--- config.mk ---
export PLATFORM = sky130hd
export DESIGN_NAME = ps2_keyboard
export DESIGN_NICKNAME = d
export VERILOG_FILES = /design/src/rtl/ps2_pkg.sv /design/src/rtl/ps2_sync_edge.sv /design/src/rtl/ps2_keyboard.sv
export SDC_FILE = /design/constraint.sdc
export NUM_CORES = 1
export LEC_CHECK = 0
export ABC_CLOCK_PERIOD_IN_PS = 2800
export BUFFER_PORTS_ARGS = -buffer_cell sky130_fd_sc_hd__buf_2
export CORE_MARGIN = 2
export CORE_UTILIZATION = 52
export DETAILED_ROUTE_END_ITERATION = 12
export PLACE_DENSITY = 0.77
export SLEW_MARGIN = 25
export SYNTH_ARGS = -nofsm -noshare
export SYNTH_HDL_FRONTEND = slang
export SYNTH_SLANG_ARGS = --single-unit
--- constraint.sdc ---
create_clock -name ram_clock -period 2.8 [get_ports ram_clock]
set_clock_uncertainty 0.1 [all_clocks]
set_input_delay 0.84 -clock ram_clock [delete_from_list [all_inputs] [get_ports ram_clock]]
set_output_delay 0.84 -clock ram_clock [all_outputs]
set_load 0.005 [all_outputs]
--- src/rtl/ps2_pkg.sv ---
// ps2_pkg: shared state encoding and protocol constants for the PS/2 keyboard receiver
package ps2_pkg;
    typedef enum logic [1:0] {S_IDLE, S_DATA, S_PARITY, S_STOP} ps2_state_t;
    localparam logic [7:0] PS2_BREAK   = 8'hF0;
    localparam logic [7:0] PS2_EXTEND  = 8'hE0;
    localparam int         PS2_EXT_BIT = 7;
endpackage

--- src/rtl/ps2_sync_edge.sv ---
// ps2_sync_edge: synchronizes ps2_clk/ps2_data into clk and flags ps2_clk falling edges
//   clk        : system clock, rising edge
//   rst        : synchronous active-high reset (all flops preset to 1, the bus idle level)
//   i_ps2_clk  : asynchronous keyboard clock
//   i_ps2_data : asynchronous keyboard data
//   o_fall     : high for one cycle when the synchronized keyboard clock falls
//   o_data     : synchronized keyboard data, aligned with o_fall
module ps2_sync_edge (
    input  logic clk,
    input  logic rst,
    input  logic i_ps2_clk,
    input  logic i_ps2_data,
    output logic o_fall,
    output logic o_data
);
    logic r_clk_s1, r_clk_s2, r_clk_hist, r_dat_s1, r_dat_s2;

    always_ff @(posedge clk) begin
        if (rst) begin
            {r_clk_s1, r_clk_s2, r_clk_hist, r_dat_s1, r_dat_s2} <= 5'b11111;
        end else begin
            r_clk_s1   <= i_ps2_clk;
            r_clk_s2   <= r_clk_s1;
            r_clk_hist <= r_clk_s2;
            r_dat_s1   <= i_ps2_data;
            r_dat_s2   <= r_dat_s1;
        end
    end

    assign o_fall = r_clk_hist & ~r_clk_s2;
    assign o_data = r_dat_s2;
endmodule

--- src/rtl/ps2_keyboard.sv ---
// ps2_keyboard: PS/2 frame receiver with make/break/extended key tracking
//   ram_clock     : sole clock, rising edge
//   reset         : synchronous active-high reset
//   ps2_clk       : asynchronous keyboard clock, idle high
//   ps2_data      : asynchronous keyboard data, idle high
//   keypress_data : code of the held key ({ext, byte[6:0]} for extended keys), 0 when none
//   scan_valid    : one-cycle pulse per good byte
//   scan_byte     : last good byte
//   frame_error   : one-cycle pulse per discarded frame
// Optional PS2_TIMEOUT_EN: abort a frame stalled for TIMEOUT_CYCLES cycles.
module ps2_keyboard
    import ps2_pkg::*;
#(
    parameter int KEYPRESS_DATA_WIDTH = 8,
    parameter int TIMEOUT_CYCLES      = 50000
) (
    input  logic                           ram_clock,
    input  logic                           reset,
    input  logic                           ps2_clk,
    input  logic                           ps2_data,
    output logic [KEYPRESS_DATA_WIDTH-1:0] keypress_data,
    output logic                           scan_valid,
    output logic [7:0]                     scan_byte,
    output logic                           frame_error
);
    ps2_state_t r_state, w_next;
    logic [2:0] r_cnt;
    logic [7:0] r_shift, r_key, r_scan_byte, w_code;
    logic       r_parity, r_ext, r_brk, r_valid, r_err;
    logic       w_fall, w_data, w_stop, w_good, w_bad, w_timeout;

    ps2_sync_edge u_sync (
        .clk        (ram_clock),
        .rst        (reset),
        .i_ps2_clk  (ps2_clk),
        .i_ps2_data (ps2_data),
        .o_fall     (w_fall),
        .o_data     (w_data)
    );

`ifdef PS2_TIMEOUT_EN
    logic [31:0] r_tmo;

    always_ff @(posedge ram_clock) begin
        if (reset) r_tmo <= '0;
        else       r_tmo <= (w_fall || r_state == S_IDLE) ? '0 : r_tmo + 32'd1;
    end

    assign w_timeout = (r_state != S_IDLE) && (r_tmo == 32'(TIMEOUT_CYCLES - 1));
`else
    assign w_timeout = 1'b0;
`endif

    // Good frame: stop bit high and odd parity over data plus parity bit
    assign w_stop = w_fall && (r_state == S_STOP);
    assign w_good = w_stop && w_data && (^{r_parity, r_shift});
    assign w_bad  = (w_stop && !w_good) || w_timeout;
    assign w_code = r_ext ? (r_shift | (8'd1 << PS2_EXT_BIT)) : r_shift;

    always_comb begin
        w_next = r_state;
        if (w_timeout)  w_next = S_IDLE;
        else if (w_fall) begin
            case (r_state)
                S_IDLE:   w_next = w_data ? S_IDLE : S_DATA;
                S_DATA:   w_next = (r_cnt == 3'd7) ? S_PARITY : S_DATA;
                S_PARITY: w_next = S_STOP;
                default:  w_next = S_IDLE;
            endcase
        end
    end

    always_ff @(posedge ram_clock) begin
        if (reset) begin
            r_state     <= S_IDLE;
            r_cnt       <= '0;
            r_shift     <= '0;
            r_parity    <= 1'b0;
            r_ext       <= 1'b0;
            r_brk       <= 1'b0;
            r_key       <= '0;
            r_scan_byte <= '0;
            r_valid     <= 1'b0;
            r_err       <= 1'b0;
        end else begin
            r_state <= w_next;
            r_valid <= w_good;
            r_err   <= w_bad;
            if (w_fall && r_state == S_IDLE) r_cnt <= '0;
            if (w_fall && r_state == S_DATA) begin
                r_shift <= {w_data, r_shift[7:1]};
                r_cnt   <= r_cnt + 3'd1;
            end
            if (w_fall && r_state == S_PARITY) r_parity <= w_data;
            if (w_bad) begin
                r_ext <= 1'b0;
                r_brk <= 1'b0;
            end
            if (w_good) begin
                r_scan_byte <= r_shift;
                if (r_shift == PS2_EXTEND)     r_ext <= 1'b1;
                else if (r_shift == PS2_BREAK) r_brk <= 1'b1;
                else begin
                    r_ext <= 1'b0;
                    r_brk <= 1'b0;
                    // Release only clears the key it names; a stale release is ignored
                    if (!r_brk)               r_key <= w_code;
                    else if (w_code == r_key) r_key <= '0;
                end
            end
        end
    end

    assign keypress_data = KEYPRESS_DATA_WIDTH'(r_key);
    assign scan_valid    = r_valid;
    assign scan_byte     = r_scan_byte;
    assign frame_error   = r_err;
endmodule

; ---- After elaboration in Yosys (flattened, before gate mapping)
; Index checks and enable logic that the tools add are counted.
[op_classes]
n_eq_ne = 8
mux = 16
reduce_logical = 12
n_addsub = 1
n_bitwise = 4
[op_table]
columns = operator, n
row1 = $mux W8, 3
row2 = $eq A8 B8 Y1 const B, 2
row3 = $mux W1, 9
row4 = $reduce_xor A9 Y1, 1
row5 = $eq A8 B8 Y1, 1
row6 = $logic_and A1 B1 Y1, 7
row7 = $mux W3, 2
row8 = $pmux W2 S3, 1
row9 = $eq A2 B2 Y1 const B, 2
row10 = $reduce_and A4 Y1, 1
row11 = $add A3 B1 Y3 const B, 1
row12 = $eq A3 B3 Y1 const B, 1
row13 = $not A1 Y1, 3
row14 = $eq A2 B1 Y1 const B, 1
row15 = $logic_not A2 Y1, 1
row16 = $mux W2, 1
row17 = $ne A2 B1 Y1 const B, 1
row18 = $reduce_bool A2 Y1, 1
row19 = $and A1 B1 Y1, 1
row20 = $logic_not A1 Y1, 1
[word_totals]
ff_bits = 39
output_inout_bits = 18
input_bits = 4

; ---- Logic depth before layout (Yosys ltp)
; Gate-level depths: netlist (run 1).
[depth]
word_depth = 11
mapped_depth = 7
ltp_nobuf = 6

; ---- Hierarchy
; Synthesis (run 1) repeated with hierarchy kept, for this count alone.
[unflattened]
cells_unflattened = 174
hier_area_um2 = 1670.4
[by_module_without_submodules]
columns = module, area_per_inst_um2, cells_each, instances, seq_area_each_um2
row1 = ps2_keyboard, 1532.7, 163, 1, 680.7
row2 = ps2_sync_edge, 137.6, 11, 1, 100.1

; ---- Least setup slack after synthesis (run 1)
; OpenSTA, ideal clock, no wires.
[synth_path]
path_kind = reg2reg
from = register r_shift[1]
to = register r_key[7], in the netlist keypress_data[7]
path_slack_ps = 696
t_arrival_ps = 1868
setup_time_ps = 136
stages_incl_launch_ff = 8
t_required_ps = 2564
cell_sequence = dfxtp_1 > inv_1 > ha_1 > xnor3_2 > xor2_4 > buf_6 > o31ai_1 > a31oi_1
[synth_via]
elab_chain_cells = 4
[synth_rtl]
columns = element, line
row1 = "start, declared", ps2_keyboard.sv:28  ; logic [7:0] r_shift, r_key, r_scan_byte, w_code;
row2 = "start signal, assigned", ps2_keyboard.sv:91  ; r_shift <= {w_data, r_shift[7:1]};
row3 = $mux W8, ps2_keyboard.sv:58  ; assign w_code = r_ext ? (r_shift | (8'd1 << PS2_EXT_BIT)) : r_shift;
row4 = $eq A8 B8 Y1, ps2_keyboard.sv:108  ; else if (w_code == r_key) r_key <= '0;
row5 = $ne A2 B1 Y1 (no source line), n/a
row6 = $reduce_and A4 Y1 (no source line) *, n/a
row7 = "end signal, assigned", ps2_keyboard.sv:107  ; if (!r_brk) r_key <= w_code;
row8 = "end, declared", ps2_keyboard.sv:28
; Mark *: on every way between the ends. The rest lies on a longest branch, timed or not.
; A chain may end at the register's enable or synchronous reset.

; ---- Worst setup path after layout (run 1)
[layout_path]
from = register r_shift[1]
to = register r_err, in the netlist frame_error
[layout_via]
elab_chain_cells = 4
[layout_rtl]
columns = element, line
row1 = $reduce_xor A9 Y1, ps2_keyboard.sv:56  ; assign w_good = w_stop && w_data && (^{r_parity, r_shift});
row2 = $logic_and A1 B1 Y1, ps2_keyboard.sv:56
row3 = $logic_not A1 Y1, ps2_keyboard.sv:57  ; assign w_bad = (w_stop && !w_good) || w_timeout;
row4 = $logic_and A1 B1 Y1, ps2_keyboard.sv:57
row5 = "end signal, assigned", ps2_keyboard.sv:88  ; r_err <= w_bad;
row6 = "end, declared", ps2_keyboard.sv:29  ; logic r_parity, r_ext, r_brk, r_valid, r_err;
; Every way passes these cells.

==> results of run 1 <==
[cells in the final DEF (no fill, tap or decap), types with 2 or more instances in the layout]
master      netlist  routed
dfxtp_1          39      39
or2_2             5       5
o31ai_1          10      10
o21ai_1           9       9
nand4b_1          2       2
nand4_1           3       3
clkbuf_8          0       5
nand2_1          18      18
xnor2_1           8       8
buf_4             1       3
o21ai_0           3       3
nor2_1            7       7
o311ai_0          8       8
buf_2             2      21
a21oi_1          21      21
nor2b_1           2       2
a211oi_1          2       2
nor3_1            2       2
ha_1              7       7
inv_1             7       7
and2_1            2       2
nand3_1          13      13
clkinvlp_4        0       2
a31oi_1           8       8
o2111ai_1         7       7
[routing by layer]
metal / track usage, % / vias to the layer above / wire length, um
met5: 0 / - / 0
met4: 10.4 / 0 / 47
met3: 3.99 / 5 / 153
met2: 31.3 / 40 / 1820
met1: 29.8 / 765 / 1990
li1: - / 824 / -
[path summary, 6_finish.rpt]
| path | from | endpoint | slack (ns) | depth (start not counted) |
|---|---|---|---|---|
| min | u_sync.r_clk_s1 | u_sync.r_clk_s2 | 0.32 | 1 |
| min reg2reg | u_sync.r_clk_s1 | u_sync.r_clk_s2 | 0.32 | 1 |
| max reg2reg | r_shift[1] | frame_error | 0.39 | 6 |
| max | r_shift[1] | frame_error | 0.39 | 6 |
[metrics by stage]
step	cells	power (mW)	utilization [%]	instance area [um^2]	setup WS, ns
after floorplan	212	0.586	-	1930	0.696
after global placement	271	0.591	57.1	2060	0.438
after detailed placement	271	0.591	57.1	2060	0.403
after CTS	279	0.980	59.6	2150	0.387
after global routing	279	1.01	59.6	2150	0.272
final	279	0.968	59.6	2150	0.391
[registers in the layout (all words and copies together), names as in the netlist, 2 cells and up]
name,cells
keypress_data,8
r_shift,8
scan_byte,8
r_state,2
r_cnt,3
[cell type report]
class,instances,area [um^2],share of cell area (%)
Clock buffer,5,68.8,3.20
Clock inverter,3,23.8,1.11
Inverter,7,26.3,1.22
Multi-Input combinational cell,153,1060,49.4
Sequential cell,39,781,36.3
Tap cell,48,60.1,2.79
Timing Repair Buffer,24,128,5.93
[power by group through the flow]
stage	logic [mW]	registers, mW	clock network, mW
finish	0.0174	0.561	0.390
global route	0.0189	0.561	0.426
CTS	0.0174	0.561	0.402
detailed placement	0.0175	0.574	0
global placement	0.0172	0.573	0
floorplan	0.0137	0.572	0
[cells by family after synthesis]
group                      share of synthesized area [%]
AOI/OAI and AO/OA                                   23.4
xor gates and xnor gates                            8.54
adders and majority gates                           4.53
buffers and inverters                               4.60
DFF                                                 40.4
muxes                                               1.10
and+or+nand+nor                                     17.5
==> results.cfg, run 1 <==
[clock_tree]
clk_pin_slew_worst_paths_ns = 0.08
cts_made_buffers = 5
cts_max_level = 2
cts_resized = 0
clockBufferDepth = 2
clkSinkCount = 39
cts_hold_buf = 0
clk_latency_ns = 0.30
clockRootBuffer = clkbuf_8
postCtsSetupRepairBufs = 0
cts_tree = built

[power]
ir_drop_v = 0.000355
pwr-share-comb_pct = 1.8
power_density_mw_per_mm2 = 450
p_clk_share_pct = 40.3
p_switching_mw = 0.227
internal_power_mw = 0.741
pwr-share-seq_pct = 57.9
switching_share_pct = 23.5
leakage_nw = 0.742

[sta]
setup_viol = 0
relSlewSlack_pct = 49.2
rsz0062_at_grt = false
worst_pin_slew_ns = 0.760
slew_violations = 0
hold_viol_final = 0
period_needed_ns = 2.41
holdWs_ns = 0.319
finalCritPeriodShare_pct = 86.0
setup-tns-final_ns = 0
max_freq_mhz = 415

[logic_synthesis]
ys_top_cells_by_count = dfxtp_1, a21oi_1, nand2_1, nand3_1, o31ai_1
yosysWarnings = 0
syn-num-nets = 223
ys_seq_elements = 39
synth.avg_cell_area_um2 = 9.12
synthCells = 212
ys_seq_area_share_pct = 40.4
async_flop_share_pct = 0
ys.flop_type = dfxtp_1
netlist_area_mm2 = 0.00193
synth_edf_count = 0
synth_top_area_share_pct = 40.4
yosys.area.top_type = dfxtp_1
ys_top_cells_by_area = dfxtp_1, a21oi_1, ha_1, o31ai_1, o311ai_0
yosysMostFrequentCell = dfxtp_1
yosysUniqueCellTypes = 42

[setup_path]
cp_slowest_cell = xnor2_2
cp.arrival_ns = 2.47
crit_path_end_kind = register
critPathKind = reg -> reg
slowest_delay_ns = 0.51
path_delay_family = XOR/XNOR gates
critPathBufInv = 1
cp.required_ns = 2.86
cp_max_fo = 12
path_cells = inv_1 > ha_1 > xnor3_2 > xnor2_2 > a21oi_1 > nor2b_1
startpoint_type = register

[route]
wirelength_mm = 4.02
drtAntennaViolNets = 0
viasPerCell = 5.86
vias = 1634
drt_iter0_drc = 159
drc = 0
first_pass_iters = 4
wl_per_cell_um = 14.4

[layout]
nNetsFinal = 241
num_antenna_cells = 0
fillers = 331
area_growth_pct = 11.3
drive_gt1_share_pct = 18.6

[grt]
grt_pass1_vias = 1443
grt_use_total_pct = 21.3
grt_max_degree = 40
grt_pass1_wl_mm = 6.89
overflow = 0
antenna_found_initial = 0

[floorplan]
rows = 22
ioPinCount = 22
initial_core_util_pct = 53.6
fp.dieArea_mm2 = 0.00422
die_h_um = 65.0
die_width_um = 65.0
core_area_mm2 = 0.00361

[place]
dp_hpwl_mm = 2.69
port_buffers = 21
globalplace.congestion = 0.925

[worst_hold_path]
hold_class = reg -> reg

[flow_run]
cap_violations = 0

[run_status]
status = finished clean
Power figures use the tool's default switching activity.
==> inputs of run 2 (changes only) <==
--- a/config.mk
+++ b/config.mk
@@ -7,10 +7,12 @@
 export LEC_CHECK = 0
 export ABC_CLOCK_PERIOD_IN_PS = 2800
 export BUFFER_PORTS_ARGS = -buffer_cell sky130_fd_sc_hd__buf_2
+export CELL_PAD_IN_SITES_DETAIL_PLACEMENT = 0
+export CELL_PAD_IN_SITES_GLOBAL_PLACEMENT = 1
 export CORE_MARGIN = 2
-export CORE_UTILIZATION = 52
+export CORE_UTILIZATION = 44
 export DETAILED_ROUTE_END_ITERATION = 12
-export PLACE_DENSITY = 0.77
+export PLACE_DENSITY = 0.83
 export SLEW_MARGIN = 25
 export SYNTH_ARGS = -nofsm -noshare
 export SYNTH_HDL_FRONTEND = slang
==> run 2 against run 1 <==
Critical path depth unchanged. Worst setup slack gained 0.0052 ns. Sequential power is essentially flat. Clock-buffer cell count is 2 higher. Core utilization fell by 9.7 points. Final cell count up 1.4%. Largest cell class unchanged. Largest power group unchanged. Highest routed layer unchanged.
==> results.cfg, run 2 (synthesis gave the netlist of run 1 again) <==
[sta]
hold_viol_final = 0
setup-tns-final_ns = 0
finalCritPeriodShare_pct = 85.8
period_needed_ns = 2.40
slew_violations = 0
relSlewSlack_pct = 46.7
worst_pin_slew_ns = 0.797
setup_viol = 0
holdWs_ns = 0.310
rsz0062_at_grt = false
max_freq_mhz = 416

[floorplan]
core_area_mm2 = 0.00429
rows = 24
ioPinCount = 22
initial_core_util_pct = 45.0
fp.dieArea_mm2 = 0.00494
die_h_um = 70.3
die_width_um = 70.3

[layout]
layout_common_cells = dfxtp_1, a21oi_1, buf_2
drive_gt1_share_pct = 17.7
area_growth_pct = 10.9
num_antenna_cells = 0
fillers = 449
nNetsFinal = 241
layout_commonest_cell = dfxtp_1

[worst_hold_path]
hold_depth = 1
hold_class = reg -> reg

[grt]
grt_use_total_pct = 19.3
grt_max_degree = 40
grt_pass1_wl_mm = 7.52
grt_pass1_vias = 1488
antenna_found_initial = 0
overflow = 0

[route]
drc = 0
wirelength_mm = 4.43
drt_iter0_drc = 188
first_pass_iters = 4
viasPerCell = 5.71
drtAntennaViolNets = 0
wl_per_cell_um = 15.7
vias = 1617

[setup_path]
crit_path_end_kind = register
cp_max_fo = 12
r2r_cells = 6
cp_num_cells = 6
path_delay_family = XOR/XNOR gates
critPathKind = reg -> reg
cp.arrival_ns = 2.45
critPathBufInv = 1
path_cells = inv_1 > ha_1 > xnor3_2 > xnor2_2 > a21oi_1 > nor2b_1
cp_slowest_cell = xnor2_2
slowest_delay_ns = 0.50
startpoint_type = register
r2r_setup_slack_ns = 0.40
cp.required_ns = 2.84

[clock_tree]
cts_made_buffers = 5
cts_max_level = 2
clockRootBuffer = clkbuf_8
cts_resized = 0
clockBufferDepth = 2
clkSinkCount = 39
cts_tree = built
clk_latency_ns = 0.29
clk_pin_slew_worst_paths_ns = 0.08
postCtsSetupRepairBufs = 0
cts_hold_buf = 0

[flow_run]
cap_violations = 0

[place]
dp_hpwl_mm = 2.94
port_buffers = 21
globalplace.congestion = 0.757

[power]
leakage_nw = 0.744
power_density_mw_per_mm2 = 437
ir_drop_v = 0.000308

[run_status]
status = finished clean
## run 2: routing by layer
metal  track usage, %  share of wire [%]  up-vias
met5                0                  0        -
met2             26.4                 45       44
met1             29.5                 49      747
met3             4.76                4.9        5
li1                 -                  -      821
met4             5.98                1.2        0
## run 2: cell type report
type / count / area (um^2) / share of cell area [%]
multi-input cells: 153 / 1060 / 49.6
inverters: 7 / 26.3 / 1.23
repair buffers: 24 / 128 / 5.95
clock inverters: 1 / 5.00 / 0.233
flip-flops and latches: 39 / 781 / 36.4
clock buffers: 7 / 76.3 / 3.56
well taps: 52 / 65.1 / 3.03
## run 2: worst reg2reg max path, stage by stage (launching register included)
cell and delay, ns:
dfxtp_1 0.43, inv_1 0.07, ha_1 0.31, xnor3_2 0.47
xnor2_2 0.50, a21oi_1 0.21, nor2b_1 0.17
## run 2: stage by stage
stage               total power, mW  utilization [%]  setup slack [ns]  instances  instance area, um^2
floorplan                     0.586                -             0.696        212                 1930
global placement              0.591             48.0             0.463        275                 2060
detailed placement            0.591             48.0             0.412        275                 2060
CTS                           0.951             49.9             0.398        283                 2140
global route                  0.974             49.9             0.229        283                 2140
finish                        0.937             49.9             0.396        283                 2140
## run 2: final timing paths
path,from,endpoint
min,u_sync.r_dat_s1,u_sync.o_data
min reg2reg,u_sync.r_dat_s1,u_sync.o_data
max,r_shift[0],frame_error
max reg2reg,r_shift[0],frame_error
## run 2: where the power goes
group	total, mW	switching, mW	internal [mW]
combinational	0.0174	0.0116	0.00583
clock	0.359	0.184	0.175
sequential	0.561	0.00320	0.558
total	0.937	0.199	0.738
